## src/rtl/multicycle_ctrl.sv

```systemverilog
// Multicycle RV32I control FSM: sequences fetch/decode/execute/memory/writeback,
// handshakes with a shared variable-latency memory, counts retired instructions.
module multicycle_ctrl #(
  parameter int unsigned ALU_CTRL_W = 3,
  parameter int unsigned CNT_W      = 32
) (
  input  logic                  clk,
  input  logic                  reset,
  input  logic [31:0]           instr,
  input  logic                  zero,
  input  logic                  mem_ready,
  output logic                  mem_req,
  output logic                  adrSrc,
  output logic                  memWrite,
  output logic                  irWrite,
  output logic                  pcWrite,
  output logic                  pcSrc,
  output logic                  regWrite,
  output logic [1:0]            resultSrc,
  output logic                  ALUSrc,
  output logic [ALU_CTRL_W-1:0] ALUControl,
  output logic                  halted,
  output logic [CNT_W-1:0]      instret
);

  typedef enum logic [3:0] {
    StFetch,
    StDecode,
    StExecR,
    StExecI,
    StMemAddr,
    StMemRd,
    StMemWr,
    StWbAlu,
    StWbMem,
    StBranch,
    StJal,
    StHalt
  } state_e;

  localparam logic [6:0] OpR      = 7'b0110011;
  localparam logic [6:0] OpI      = 7'b0010011;
  localparam logic [6:0] OpLoad   = 7'b0000011;
  localparam logic [6:0] OpStore  = 7'b0100011;
  localparam logic [6:0] OpBranch = 7'b1100011;
  localparam logic [6:0] OpJal    = 7'b1101111;
  localparam logic [6:0] OpSystem = 7'b1110011;

  localparam logic [2:0] AluAdd = 3'b000;
  localparam logic [2:0] AluSub = 3'b001;
  localparam logic [2:0] AluAnd = 3'b010;
  localparam logic [2:0] AluOr  = 3'b011;
  localparam logic [2:0] AluXor = 3'b100;
  localparam logic [2:0] AluSlt = 3'b101;
  localparam logic [2:0] AluSll = 3'b110;
  localparam logic [2:0] AluSrl = 3'b111;

  state_e state_q, state_d;

  // Instruction fields captured in DECODE so later states do not depend on IR timing.
  logic [6:0] op_q, op_d;
  logic [2:0] f3_q, f3_d;
  logic       f7b5_q, f7b5_d;
  logic [4:0] rd_q, rd_d;

  logic                  mem_req_q, mem_req_d;
  logic                  adr_src_q, adr_src_d;
  logic                  mem_write_q, mem_write_d;
  logic                  reg_write_q, reg_write_d;
  logic [1:0]            result_src_q, result_src_d;
  logic                  alu_src_q, alu_src_d;
  logic [ALU_CTRL_W-1:0] alu_ctrl_q, alu_ctrl_d;
  logic                  pc_src_q, pc_src_d;
  logic                  halted_q, halted_d;
  logic [CNT_W-1:0]      instret_q, instret_d;

  logic ack;
  logic retire;
  logic br_take;
  logic unused_instr;

  assign unused_instr = ^{instr[31], instr[29:15]};

  function automatic logic [ALU_CTRL_W-1:0] alu_dec(input logic [2:0] f3, input logic sub_en);
    logic [2:0] code;
    case (f3)
      3'b000:         code = sub_en ? AluSub : AluAdd;
      3'b001:         code = AluSll;
      3'b010, 3'b011: code = AluSlt;
      3'b100:         code = AluXor;
      3'b101:         code = AluSrl;
      3'b110:         code = AluOr;
      default:        code = AluAnd;
    endcase
    return ALU_CTRL_W'(code);
  endfunction

  // An ack only counts while a request is actually outstanding and not being reset.
  assign ack = reset & mem_req_q & mem_ready;

  always_comb begin
    br_take = 1'b0;
    if (f3_q == 3'b000) begin
      br_take = zero;
    end else if (f3_q == 3'b001) begin
      br_take = ~zero;
    end
  end

  always_comb begin
    op_d   = op_q;
    f3_d   = f3_q;
    f7b5_d = f7b5_q;
    rd_d   = rd_q;
    if (state_q == StDecode) begin
      op_d   = instr[6:0];
      f3_d   = instr[14:12];
      f7b5_d = instr[30];
      rd_d   = instr[11:7];
    end
  end

  always_comb begin
    state_d = state_q;
    retire  = 1'b0;
    case (state_q)
      StFetch: begin
        if (ack) state_d = StDecode;
      end
      StDecode: begin
        case (instr[6:0])
          OpR:             state_d = StExecR;
          OpI:             state_d = StExecI;
          OpLoad, OpStore: state_d = StMemAddr;
          OpBranch:        state_d = StBranch;
          OpJal:           state_d = StJal;
          OpSystem: begin
            state_d = StHalt;
            retire  = 1'b1;
          end
          default:         state_d = StHalt;
        endcase
      end
      StExecR, StExecI: state_d = StWbAlu;
      StMemAddr:        state_d = (op_q == OpStore) ? StMemWr : StMemRd;
      StMemRd: begin
        if (ack) state_d = StWbMem;
      end
      StMemWr: begin
        if (ack) begin
          state_d = StFetch;
          retire  = 1'b1;
        end
      end
      StWbAlu, StWbMem, StBranch, StJal: begin
        state_d = StFetch;
        retire  = 1'b1;
      end
      StHalt:  state_d = StHalt;
      default: state_d = StFetch;
    endcase
  end

  assign instret_d = instret_q + CNT_W'(retire);

  // Moore outputs for the state being entered, so they are registered at the boundary.
  always_comb begin
    mem_req_d    = 1'b0;
    adr_src_d    = 1'b0;
    mem_write_d  = 1'b0;
    reg_write_d  = 1'b0;
    result_src_d = 2'b00;
    alu_src_d    = 1'b0;
    alu_ctrl_d   = ALU_CTRL_W'(AluAdd);
    pc_src_d     = 1'b0;
    halted_d     = 1'b0;
    case (state_d)
      StFetch: mem_req_d = 1'b1;
      StExecR: alu_ctrl_d = alu_dec(f3_d, f7b5_d);
      StExecI: begin
        alu_src_d  = 1'b1;
        alu_ctrl_d = alu_dec(f3_d, 1'b0);
      end
      StMemAddr: alu_src_d = 1'b1;
      StMemRd: begin
        mem_req_d = 1'b1;
        adr_src_d = 1'b1;
      end
      StMemWr: begin
        mem_req_d   = 1'b1;
        adr_src_d   = 1'b1;
        mem_write_d = 1'b1;
      end
      StWbAlu: reg_write_d = (rd_d != 5'd0);
      StWbMem: begin
        reg_write_d  = (rd_d != 5'd0);
        result_src_d = 2'b01;
      end
      StBranch: begin
        alu_ctrl_d = ALU_CTRL_W'(AluSub);
        pc_src_d   = 1'b1;
      end
      StJal: begin
        reg_write_d  = (rd_d != 5'd0);
        result_src_d = 2'b10;
        pc_src_d     = 1'b1;
      end
      StHalt:  halted_d = 1'b1;
      default: ;
    endcase
  end

  always_ff @(posedge clk) begin
    if (!reset) begin
      state_q      <= StFetch;
      op_q         <= '0;
      f3_q         <= '0;
      f7b5_q       <= 1'b0;
      rd_q         <= '0;
      mem_req_q    <= 1'b0;
      adr_src_q    <= 1'b0;
      mem_write_q  <= 1'b0;
      reg_write_q  <= 1'b0;
      result_src_q <= 2'b00;
      alu_src_q    <= 1'b0;
      alu_ctrl_q   <= '0;
      pc_src_q     <= 1'b0;
      halted_q     <= 1'b0;
      instret_q    <= '0;
    end else begin
      state_q      <= state_d;
      op_q         <= op_d;
      f3_q         <= f3_d;
      f7b5_q       <= f7b5_d;
      rd_q         <= rd_d;
      mem_req_q    <= mem_req_d;
      adr_src_q    <= adr_src_d;
      mem_write_q  <= mem_write_d;
      reg_write_q  <= reg_write_d;
      result_src_q <= result_src_d;
      alu_src_q    <= alu_src_d;
      alu_ctrl_q   <= alu_ctrl_d;
      pc_src_q     <= pc_src_d;
      halted_q     <= halted_d;
      instret_q    <= instret_d;
    end
  end

  // IR/PC capture must coincide with the fetch ack; branch decision needs the live zero flag.
  assign irWrite = (state_q == StFetch) & ack;
  assign pcWrite = irWrite | (reset & (state_q == StJal))
                 | (reset & (state_q == StBranch) & br_take);

  assign mem_req    = mem_req_q;
  assign adrSrc     = adr_src_q;
  assign memWrite   = mem_write_q;
  assign regWrite   = reg_write_q;
  assign resultSrc  = result_src_q;
  assign ALUSrc     = alu_src_q;
  assign ALUControl = alu_ctrl_q;
  assign pcSrc      = pc_src_q;
  assign halted     = halted_q;
  assign instret    = instret_q;

endmodule
```

## config.mk

```make
export PLATFORM = sky130hd
export DESIGN_NAME = multicycle_ctrl
export DESIGN_NICKNAME = d
export VERILOG_FILES = /design/src/rtl/multicycle_ctrl.sv
export SDC_FILE = /design/constraint.sdc
export NUM_CORES = 1
export LEC_CHECK = 0
export ABC_AREA = 1
export BUFFER_PORTS_ARGS = -buffer_cell sky130_fd_sc_hd__buf_2
export CAP_MARGIN = 40
export CORE_MARGIN = 2
export CORE_UTILIZATION = 44
export DETAILED_ROUTE_END_ITERATION = 8
export GPL_TIMING_DRIVEN = 0
export PLACE_DENSITY_LB_ADDON = 0.15
export SYNTH_ARGS = -nofsm -noshare
export SYNTH_HDL_FRONTEND = slang
export SYNTH_SLANG_ARGS = --single-unit
```

## constraint.sdc

```tcl
create_clock -name clk -period 7.7 [get_ports clk]
set_input_delay 0.77 -clock clk [delete_from_list [all_inputs] [get_ports clk]]
set_output_delay 0.77 -clock clk [all_outputs]
set_load 0.01 [all_outputs]
```

# == Word level (Yosys, flattened, before mapping) ==
# Index checks and enable logic that the tools add are counted.
# classes
add_sub_neg,1
eq_ne,36
muxes,25
bitwise_logic,9
reduce_logical,15
# op_table
operator,count
3-bit case mux with 6 select lines,2
32-bit by 1-bit adder with 32-bit output,1
4-bit by 3-bit == test with 1-bit output (second input constant),8
4-bit == test (second input constant),8
4-bit case mux with 7 select lines,1
7-bit by 6-bit == test with 1-bit output (second input constant),3
7-bit == test (second input constant),3
4-bit case mux with 5 select lines,1
4-bit by 2-bit == test with 1-bit output (second input constant),4
1-bit two-way mux,12
4-bit two-way mux,3
2-bit OR reduction,6
3-bit == test (second input constant),3
3-bit case mux with 3 select lines,1
4-bit logical NOT,2
7-bit by 2-bit == test with 1-bit output (second input constant),1
7-bit by 5-bit == test with 1-bit output (second input constant),1
1-bit AND,6
3-bit by 1-bit == test with 1-bit output (second input constant),2
3-bit by 2-bit == test with 1-bit output (second input constant),2
3-bit logical NOT,2
3-bit OR reduction,2
5-bit two-way mux,1
5-bit nonzero test,1
other kinds (9),10
# word_totals
reg_bits,64
inputBits,36
out_inout_bits,46
wordCells,101

# == Depth between registers and ports, before layout ==
# Gate-level depths: netlist of run 1.
# depth
word_depth,7
ltp_mapped,18
depth_no_buf,18

# == Worst setup path after synthesis of run 1 ==
# No wires, ideal clock.
# synth_path
path_type,input-to-reg
from,in instr[3]
to,"reg instret_q[30], in the netlist instret[30]"
setup_ps,115
arrival_time_ps,2615
t_required_ps,7585
setup_slack_ps,4970
path_stages,17
path_buffers,0
cell_sequence,inv_1 nand2_1 nor2_1 nand4_1 o221ai_1 ha_1 ha_1 nand2_1 nor2_4 nand2_4 nor2_8 nand4_4 nor2_4 nand2_2 nor2_2 nand2_1 and3_1
# synth_between
elab_chain_len,4
# synth_lines
item,line,text
start: declaration,9,"input logic [31:0] instr,"
7-bit == test,131,case (instr[6:0])
1-bit two-way mux,131,
1-bit case mux with 3 select lines,126,case (state_q)
32-bit by 1-bit adder with 32-bit output,164,assign instret_d = instret_q + CNT_W'(retire);
end signal: assignment,245,instret_q <= instret_d;
end: declaration,75,"logic [CNT_W-1:0] instret_q, instret_d;"
# No other way between the ends.
# A chain may end at the register's enable or synchronous reset.

# == Final worst setup path of run 1 ==
# layout_path
from,reg state_q[3]
to,"reg instret_q[30], in the netlist instret[30]"
# layout_between
elab_chain_len,4
elab_cells_between_ends,9
cone_classes,1 x add/sub; 6 x eq/ne; 1 x mux; 1 x reduce/logical
# layout_lines
item,line,text
start: declaration,58,"state_e state_q, state_d;"
start signal: assignment,215,state_q <= StFetch;
start signal: assignment,231,state_q <= state_d;
4-bit == test or 4-bit by 3-bit == test with 1-bit output (tied branches),126,
4-bit OR reduction,126,
1-bit case mux with 3 select lines (*),126,
32-bit by 1-bit adder with 32-bit output (*),164,
# Mark *: on every way between the ends. The rest lies on a longest branch, timed or not.

==> results by stage, run 1 <==
Yosys:
- Synthesis produced a netlist with a net count of slightly below 500.
- Averaged over all synthesized cells, the footprint is 7.139 um2.
- The area of the mapped netlist is 3248 um2.
- After technology mapping, the gate count stands at 455.
- The total of warnings raised by yosys is 0.
- The post-synthesis register bit count is 64.
- The count of distinct cell types in the synthesized netlist is 40.
- The share of the Yosys chip area taken by registers is 0.3945.

Detailed routing:
- The routed design has between 7000 and 8000 um of wire.
- In this run the remaining antenna-violating nets after routing total 0.
- Dividing the detail-routed via count by the number of cells gives 4.882.
- The total number of vias is 3,095.
- The number of iterations in the first detailed-routing pass is 4.
- The average wire length per cell after detail routing is 12.22 um.
- For this run, design rule violations remaining after detail routing come to 0.
- After the first detailed-routing iteration, the DRC count stood at 139.

Die:
- The die is about 90 um wide.
- The number of primary I/O pins is 82.
- The chip height is 89.92 um.
- The core area is 7214 um2.
- The placement row count is 31.
- For this configuration, the core starts out at a cell density of 0.4502.
- The overall die area is 8086 um2.

Setup path:
- The setup path with the least slack is of type reg2reg.
- The sort of element at the end of the critical path is a flip-flop.
- STA puts the critical path data required time at 7.93 ns.
- The cell count of the worst reg-to-reg path is 16.
- The data arrival time at the worst-slack endpoint is 3.26 ns.
- The worst setup path is launched from a flip-flop.
- The maximum fanout along the worst path is 10.

CTS:
- The number of buffers inserted by post-CTS setup repair is 0.
- After clock tree synthesis, the flow added hold-fix buffers numbering 0.
- No sink is reached through more buffers than the 2 on the longest clock path.
- The quantity of gates resized following cts is 0.
- The latest clock arrival within the worst-skew pair is approximately 0.34 ns.
- The H-tree was split into 3 levels.
- The clock buffer count from CTS is 9.
- The clock-pin slew on the worst setup and hold paths is 0.07 ns.
- For this design, the sink count on the clock tree is 64.
- TritonCTS built the clock tree.
- The clock root buffer is sky130_fd_sc_hd__clkbuf_8.

Run:
- The tool flagged a number of max-cap violations equal to 0.

Worst hold path:
- The worst hold path passes through 2 cells.
- The min-delay analysis places its worst path in the category reg2reg.

Placement:
- The number of buffer cells added on primary ports is 64.
- Detailed placement ended at an HPWL of 5927 um.
- The number of cells after detailed placement is just over 600.
- The congestion estimate from routability-driven global placement came to approximately 0.91.

Pwr:
- The power density over the cells is 264.4 nW/um2.
- The design draws 1.029 mW.
- The worst-case IR drop observed on VDD is 0.1807 mV.
- The leakage dissipation is about 1.9 nW.

Timing:
- The final worst clock skew is 0.006893 ns.
- Setup violations remaining at the end of the flow were counted as 0.
- The number of endpoints with negative hold slack in the final report is 0.
- The measured slew at the worst slew-check pin is around 0.64 ns.
- The share of the clock period used by the worst path after layout is 0.3927.
- The top achievable clock speed is roughly 0.33 GHz.
- The worst pin sits at a relative slew slack of 0.5726.
- Summed over all failing endpoints, the final setup total negative slack is 0 ns.
- The clock period could shrink to between 3 and 4 ns.
- The max-slew violation count is 0.
- Setup repair after global routing left no endpoint under its margin.

Status:
- The run finished with clean final reports.

Cells and area:
- Relative to the synthesized area, the layout overhead comes to 19.80%.
- Of the cells placed in the final design, the portion with a size suffix greater than 1 is 0.2299.
- The final layout contains 568 nets.
- The final core utilization is 0.5394.
- The number of cells in the finished layout apart from fillers is around 630.
- 0 antenna diodes ended up in the layout.
- Counting the fill cells in the layout gives 733.

GRT:
- The first global-routing pass estimated approximately 13,000 um of wire.
- The number of global-route vias before repair is 2,843.
- The global-route usage over all layers is 0.2010.
- The global routing stage identified its most utilized layer as met2.
- The pin count of the biggest net entering global routing is 11.
- For met3 alone, demand over resource in global routing was 0.04359.
- The overflow left after global routing is 0.
- In the global route stage, met2 resource usage came out at 0.3441.
- The number of antenna violations at the first check in global routing is 0.
- For this run, global-route usage on met1 was measured as 0.2476.
[power breakdown]
group	switching, mW	internal, mW	leakage [nW]	total, mW
Sequential	0.0209	0.373	0.518	0.394
Combinational	0.228	0.114	1.31	0.342
Clock	0.126	0.166	0.103	0.293
Total	0.376	0.653	1.93	1.03
[final timing paths]
check	startpoint	to	slack [ns]
setup / recovery	state_q[3]$_SDFF_PN0_	instret[30]$_SDFF_PN0_	4.68
hold / removal	op_q[4]$_SDFFE_PN0P_	op_q[4]$_SDFFE_PN0P_	0.47
setup reg to reg	state_q[3]$_SDFF_PN0_	instret[30]$_SDFF_PN0_	4.68
hold reg to reg	op_q[4]$_SDFFE_PN0P_	op_q[4]$_SDFFE_PN0P_	0.47
[cell families after synthesis]
group                      synth area share
DFF                                  0.3945
muxes                               0.01233
and+or+nand+nor                      0.3860
buffers and inverters               0.07974
xor gates and xnor gates           0.002697
AOI/OAI and AO/OA                    0.1171
adders and majority gates          0.007703
[critical path, stage by stage, from the launching register on]
cell and delay, ns:
sky130_fd_sc_hd__dfxtp_1 0.33, sky130_fd_sc_hd__nor2_1 0.35, sky130_fd_sc_hd__nand2_2 0.20, sky130_fd_sc_hd__buf_4 0.22, sky130_fd_sc_hd__o221ai_1 0.22, sky130_fd_sc_hd__ha_1 0.21
sky130_fd_sc_hd__ha_1 0.20, sky130_fd_sc_hd__nand2_1 0.11, sky130_fd_sc_hd__nor2_4 0.15, sky130_fd_sc_hd__nand2_4 0.08, sky130_fd_sc_hd__nor2_8 0.14, sky130_fd_sc_hd__nand4_4 0.14
sky130_fd_sc_hd__nor2_4 0.18, sky130_fd_sc_hd__nand2_2 0.10, sky130_fd_sc_hd__nor2_2 0.08, sky130_fd_sc_hd__nand2_1 0.04, sky130_fd_sc_hd__and3_1 0.15
[sequential cells by signal (all words and copies together) (netlist names)]
register	flops
f3_q	3
regWrite	1
f7b5_q	1
ALUControl	3
instret	32
rd_q	5
halted	1
memWrite	1
ALUSrc	1
pcSrc	1
resultSrc	2
state_q	4
op_q	7
adrSrc	1
mem_req	1
[area by class of cell]
type	instances	area, um2	area share
multi-input combinational	325	1708	0.4389
sequential	64	1281	0.3293
timing repair buffer	64	320.3	0.08232
inverter	57	214.0	0.05498
clock buffer	13	158.9	0.04084
tap	99	123.9	0.03183
buffer	9	45.04	0.01158
clock inverter	3	40.04	0.01029
[layer usage]
metal	wire (um)	vias to the layer above
met5	0	-
met4	133	0
met3	435	12
met2	3732	80
met1	3444	1372
li1	-	1631
[per-stage QoR]
stage          worst slack (ns)  hold slack (ns)  area, um2
2_1_floorplan             4.970           0.4296       3248
3_5_place_dp              4.469           0.4622       3692
5_1_grt                   4.388           0.5046       3891
6_report                  4.676           0.4654       3891
4_1_cts                   4.622           0.4713       3891
3_3_place_gp              4.478           0.4500       3692
[layout by cell type (no fill, tap or decap), drive strengths merged]
cell | Yosys | layout
nand2 | 105 | 105
nor2 | 73 | 73
buf | 6 | 70
dfxtp | 64 | 64
inv | 57 | 57
a21oi | 36 | 36
nand3 | 30 | 30
o21ai | 19 | 19
nor3 | 19 | 19
clkbuf | 3 | 16
nand4 | 10 | 10
o21a | 5 | 5
or2 | 5 | 5
and3 | 4 | 4
mux2i | 4 | 4
nor4 | 3 | 3
o211ai | 2 | 2
o21bai | 2 | 2
ha | 2 | 2
clkinv | 0 | 2
o221ai | 1 | 1
xnor2 | 1 | 1
o21ba | 1 | 1
o31ai | 1 | 1
nand3b | 1 | 1
nor3b | 1 | 1
bufinv | 0 | 1
[cell usage after synthesis (all sizes together)]
| master | number | area, um2 |
|---|---|---|
| nand2 | 105 | 439.2 |
| nor2 | 73 | 364.1 |
| dfxtp | 64 | 1281 |
| inv | 57 | 214.0 |
| a21oi | 36 | 191.4 |
| nand3 | 30 | 160.2 |
| nor3 | 19 | 122.6 |
| o21ai | 19 | 95.09 |
| nand4 | 10 | 77.57 |
| buf | 6 | 33.77 |
| o21a | 5 | 37.54 |
| or2 | 5 | 31.28 |
| and3 | 4 | 25.02 |
| mux2i | 4 | 40.04 |
| clkbuf | 3 | 11.26 |
| nor4 | 3 | 18.77 |
| ha | 2 | 25.02 |
| o211ai | 2 | 15.01 |
| o21bai | 2 | 15.01 |
| nand3b | 1 | 7.510 |
| nor3b | 1 | 7.510 |
| o21ba | 1 | 10.01 |
| o221ai | 1 | 8.760 |
| o31ai | 1 | 7.510 |
| xnor2 | 1 | 8.760 |
Note: power is estimated with default switching activity, not from simulation.
==> run 2, diff against run 1 <==
--- a/config.mk
+++ b/config.mk
@@ -5,7 +5,7 @@
 export SDC_FILE = /design/constraint.sdc
 export NUM_CORES = 1
 export LEC_CHECK = 0
-export ABC_AREA = 1
+export ABC_AREA = 0
 export BUFFER_PORTS_ARGS = -buffer_cell sky130_fd_sc_hd__buf_2
 export CAP_MARGIN = 40
 export CORE_MARGIN = 2
==> constraint.sdc (replaced) <==
create_clock -name clk -period 2.53 [get_ports clk]
set_input_delay 0.253 -clock clk [delete_from_list [all_inputs] [get_ports clk]]
set_output_delay 0.253 -clock clk [all_outputs]
set_load 0.01 [all_outputs]
==> run 2 against run 1 <==
  * Via count decreased by 12%
  * Clock power increased to 2.8 times the previous value
  * Sequential cell count unchanged
  * Synthesized area decreased by 8.2%
==> results by stage, run 2 <==
Yosys:
- The net count after synthesis is 383 (was 493).
- Top area cells in the synthesized netlist: sky130_fd_sc_hd__dfxtp_1, sky130_fd_sc_hd__nand2_1, sky130_fd_sc_hd__nor2_1, sky130_fd_sc_hd__xnor2_1, sky130_fd_sc_hd__xor2_1 (was sky130_fd_sc_hd__dfxtp_1, sky130_fd_sc_hd__nand2_1, sky130_fd_sc_hd__nor2_1, sky130_fd_sc_hd__inv_1, sky130_fd_sc_hd__a21oi_1).
- The number of enable-type register cells in the synthesized netlist was 0 (unchanged).
- List of most frequent post-synthesis cells: sky130_fd_sc_hd__dfxtp_1, sky130_fd_sc_hd__nand2_1, sky130_fd_sc_hd__nor2_1, sky130_fd_sc_hd__a21oi_1, sky130_fd_sc_hd__xnor2_1 (was sky130_fd_sc_hd__nand2_1, sky130_fd_sc_hd__dfxtp_1, sky130_fd_sc_hd__nor2_1, sky130_fd_sc_hd__inv_1, sky130_fd_sc_hd__a21oi_1).
- The count of distinct cell types in the synthesized netlist is 55 (was 40).
- The async set-or-reset flop fraction in the synthesized netlist came to 0 (unchanged).
- The cell with the most instances after synthesis is sky130_fd_sc_hd__dfxtp_1 (was sky130_fd_sc_hd__nand2_1).
- The cell type with the largest total area after synthesis is sky130_fd_sc_hd__dfxtp_1 (unchanged).
- The portion of synthesized cell area occupied by the leading cell type is 0.4297 (was 0.3945).
- The part of the Yosys area used for sequential elements came to 0.4297 (was 0.3945).
- The flip-flop cell with the highest count after synthesis is sky130_fd_sc_hd__dfxtp_1 (unchanged).
- The post-synthesis register bit count was 64 (unchanged).
- The number of standard cells after synthesis is 345 (was 455).
- The area of the mapped netlist is 2982 um2 (was 3248 um2).
- The total of warnings raised by yosys is 0 (unchanged).
- The average cell area after synthesis is 8.642 um2 (was 7.139 um2).

Placement:
- The routability congestion estimate came to 0.8205 (was 0.9081).
- The number of cells after detailed placement is 490 (was 618).
- The detailed-placement wirelength estimate is 4953 um (was 5927 um).
- The number of buffer cells added on primary ports is 65 (was 64).

Status:
- Result of the run: finished, final reports clean (unchanged).

Pwr:
- The power density over the cells is 812.3 nW/um2 (was 264.4 nW/um2).
- The share of total power in combinational logic is 0.331 (was 0.333).
- The clock network fraction of total power is 0.270 (was 0.285).
- The maximum vdd drop came to 0.4602 mV (was 0.1807 mV).
- The leakage dissipation was 1.536 nW (was 1.930 nW).
- The internal power consumption is 1.987 mW (was 0.6530 mW).
- The sequential cell fraction of total power came to 0.399 (was 0.383).
- The fraction of power spent switching nets came to 0.3504 (was 0.3652).
- The switching power of the nets is 1.072 mW (was 0.3757 mW).

Setup path:
- Cell-by-cell trace of the critical path: nor2_4 -> nand3_4 -> nor2_2 -> nand4_1 -> o311ai_4 -> ha_2 -> ha_4 -> and3_1 -> buf_6 -> nand3_4 -> or3_1 -> a21oi_1 (was nor2_1 -> nand2_2 -> buf_4 -> o221ai_1 -> ha_1 -> ha_1 -> nand2_1 -> nor2_4 -> nand2_4 -> nor2_8 -> nand4_4 -> nor2_4 -> nand2_2 -> nor2_2 -> nand2_1 -> and3_1).
- The critical path class is reg2reg (unchanged).
- The sort of element at the end of the critical path is a flip-flop (unchanged).
- The critical path launch point type is a flip-flop (unchanged).
- The maximum fanout along the worst path is 6 (was 10).
- The data arrival time at the worst-slack endpoint is 2.70 ns (was 3.26 ns).
- The most numerous cell type found on the critical path is sky130_fd_sc_hd__nand3_4.
- The data required time of the critical path came to 2.80 ns (was 7.93 ns).
- The largest stage delay on the critical path is 0.39 ns (was 0.35 ns).
- The master of the slowest instance on the critical path is sky130_fd_sc_hd__or3_1 (was sky130_fd_sc_hd__nor2_1).

CTS:
- The clock sink count is 64 (unchanged).
- The buffer depth of the longest clock path is 2 (unchanged).
- The CTS tree is built (unchanged).
- The clock buffer count from CTS is 9 (unchanged).
- The latest clock arrival within the worst-skew pair is 0.34 ns (about the same).
- The clock root buffer is sky130_fd_sc_hd__clkbuf_8 (unchanged).
- The clock-pin slew on the worst setup and hold paths came to 0.06 ns (was 0.07 ns).
- The number of levels the H-tree was split into is 3 (unchanged).

Timing:
- The share of the clock period used by the worst path after layout is 0.9627 (was 0.3927).
- The number of endpoints with negative hold slack in the final report is 0 (unchanged).
- The minimum period implied by the final worst setup slack is 2.436 ns (was 3.024 ns).
- The setup TNS is 0 ns (unchanged).
- The number of setup violations in the final report was 0 (unchanged).
- The headroom to the max-slew limit is 0.6378 (was 0.5726).
- The measured slew at the worst slew-check pin was 0.5433 ns (was 0.6411 ns).
- The max-slew violation count is 0 (unchanged).
- The final worst clock skew is 0.005082 ns (was 0.006893 ns).
- The top achievable clock speed is 0.4106 GHz (was 0.3307 GHz).

Detailed routing:
- The average wire length per cell after detail routing is 13.65 um (was 12.22 um).
- The wire length reported by the detailed router is 7045 um (was 7746 um).
- The number of iterations in the first detailed-routing pass is 4 (unchanged).
- The number of vias per cell is 5.279 (was 4.882).
- The number of antenna-violating nets in the routed design is 0 (unchanged).
- The total number of vias is 2,724 (was 3,095).
- The number of violations reported at the end of detailed-routing iteration 0 is 116 (was 139).
- The post-route DRC violation count is 0 (unchanged).

Die:
- The placement row count is 30 (was 31).
- The die width is 86.32 um (was 89.92 um).
- The core area is 6681 um2 (was 7214 um2).
- The overall die area is 7451 um2 (was 8086 um2).
- The number of primary I/O pins is 82 (unchanged).
- The starting utilization of the core area came to 0.4463 (was 0.4502).
- The chip height was 86.32 um (was 89.92 um).

Cells and area:
- The area of the multi-input gates came to 1660 um2 (was 1708 um2).
- The commonest non-fill, non-tap cell in the layout is sky130_fd_sc_hd__buf_2 (was sky130_fd_sc_hd__nand2_1).
- The layout-stage area growth over the synthesis result is 26.27% (was 19.80%).
- The sequential cell area is 1294 um2 (was 1281 um2).
- The number of antenna diodes came to 0 (unchanged).
- The number of cells in the finished layout apart from fillers was 516 (was 634).
- The flip-flop count of the largest register after layout came to 32 (unchanged).
- The number of nets in the finished design came to 469 (was 568).
- The count of fill cells added during filler insertion is 648 (was 733).
- Most used cells in the layout excluding fill and tap cells: sky130_fd_sc_hd__buf_2, sky130_fd_sc_hd__dfxtp_1, sky130_fd_sc_hd__nand2_1, sky130_fd_sc_hd__nor2_1, sky130_fd_sc_hd__a21oi_1 (was sky130_fd_sc_hd__nand2_1, sky130_fd_sc_hd__buf_2, sky130_fd_sc_hd__dfxtp_1, sky130_fd_sc_hd__nor2_1, sky130_fd_sc_hd__inv_1).
- The fraction of layout instances using a drive strength above 1 is 0.2982 (was 0.2299).
- The final core utilization is 0.5635 (was 0.5394).

GRT:
- The pin count of the biggest net entering global routing is 16 (was 11).
- The wire length of the first global-routing pass came to 11,320 um (was 12,990 um).
- The number of antenna violations at the first check in global routing is 0 (unchanged).
- The number of global-route vias before repair is 2,468 (was 2,843).
- The global-route usage over all layers is 0.1920 (was 0.2010).
- The overflow left after global routing was 0 (unchanged).

Worst hold path:
- The class of the worst hold path is in2reg (was reg2reg).

Run:
- The number of violations of the max-capacitance limit is 0 (unchanged).
==> run 2: cell count changes after synthesis, sizes merged, moves of 11 or more <==
cell,delta
xor2,+14
xnor2,+15
inv,-49
nand3,-15
nor2,-27
o21ai,-11
nand2,-55
a21oi,-14
==> run 2: repair_timing <==
action | CTS | global route
setup endpoints to repair | 22 | 14
resized for setup | 12 | 9
pin swaps | 3 | 7
cloned | 1 | 0
hold buffers | 0 | 0
buffers inserted | 2 | 10
==> run 2: cell families after synthesis <==
family                     count (synthesis)  share of synthesized area
AOI/OAI and AO/OA                         47                    0.09610
xor gates and xnor gates                  30                    0.08812
adders and majority gates                  2                   0.008391
buffers and inverters                     25                    0.03818
DFF                                       64                     0.4297
muxes                                      1                   0.003357
and+or+nand+nor                          176                     0.3361
==> run 2: critical path, delay by kind of cell, from the launching register on <==
family / cells / cell delay [ns]
AND/OR/NAND/NOR: 7 / 1.18
adder cells (fa/ha/maj): 2 / 0.42
flip-flops: 1 / 0.38
AO/OA/AOI/OAI: 2 / 0.27
buffers and inverters: 1 / 0.13
==> run 2: worst paths after layout <==
path / endpoint / slack (ns) / depth (start not counted) / startpoint
worst max-delay path: instret[20]$_SDFF_PN0_ / 0.09 / 12 / state_q[1]$_SDFF_PN0_
worst min-delay path: rd_q[3]$_SDFF_PN0_ / 0.16 / 3 / instr[10]
worst max register to register: instret[20]$_SDFF_PN0_ / 0.09 / 12 / state_q[1]$_SDFF_PN0_
worst min register to register: op_q[1]$_SDFFE_PN0P_ / 0.45 / 2 / op_q[1]$_SDFFE_PN0P_
==> run 2: through the flow <==
| step | hold slack, ns | power (mW) | instance area [um2] | setup WS [ns] |
|---|---|---|---|---|
| after floorplan | 0.3890 | 1.901 | 3009 | 0.0001521 |
| after global placement | 0.4411 | 2.140 | 3435 | -0.4321 |
| after detailed placement | 0.4450 | 2.151 | 3435 | -0.4412 |
| after CTS | 0.1486 | 2.992 | 3659 | 0.001558 |
| after global routing | 0.1686 | 3.254 | 3765 | -0.01072 |
| final | 0.1616 | 3.058 | 3765 | 0.09434 |
==> run 2: per-layer routing <==
| layer | vias up | track usage | share of wire |
|---|---|---|---|
| met2 | 76 | 0.3119 | 0.47 |
| met1 | 1261 | 0.2490 | 0.46 |
| met5 | - | 0 | 0 |
| met4 | 0 | 0.09091 | 0.018 |
| met3 | 11 | 0.03143 | 0.047 |
| li1 | 1376 | - | - |
==> run 2: area by class of cell <==
| cell class | count | area share |
|---|---|---|
| flip-flops and latches | 64 | 0.3436 |
| inverters | 9 | 0.009638 |
| clock inverters | 4 | 0.01196 |
| plain buffers | 13 | 0.02094 |
| well taps | 80 | 0.02659 |
| clock buffers | 12 | 0.03589 |
| multi-input cells | 257 | 0.4410 |
| repair buffers | 77 | 0.1103 |
==> run 2: power by group through the flow <==
stage / Clock (mW) / Sequential, mW / Combinational [mW]
after CTS: 0.853 / 1.21 / 0.924
after detailed placement: 0 / 1.19 / 0.958
final: 0.825 / 1.22 / 1.01
after global routing: 0.892 / 1.23 / 1.13
after global placement: 0 / 1.19 / 0.948
after floorplan: 0 / 1.20 / 0.705
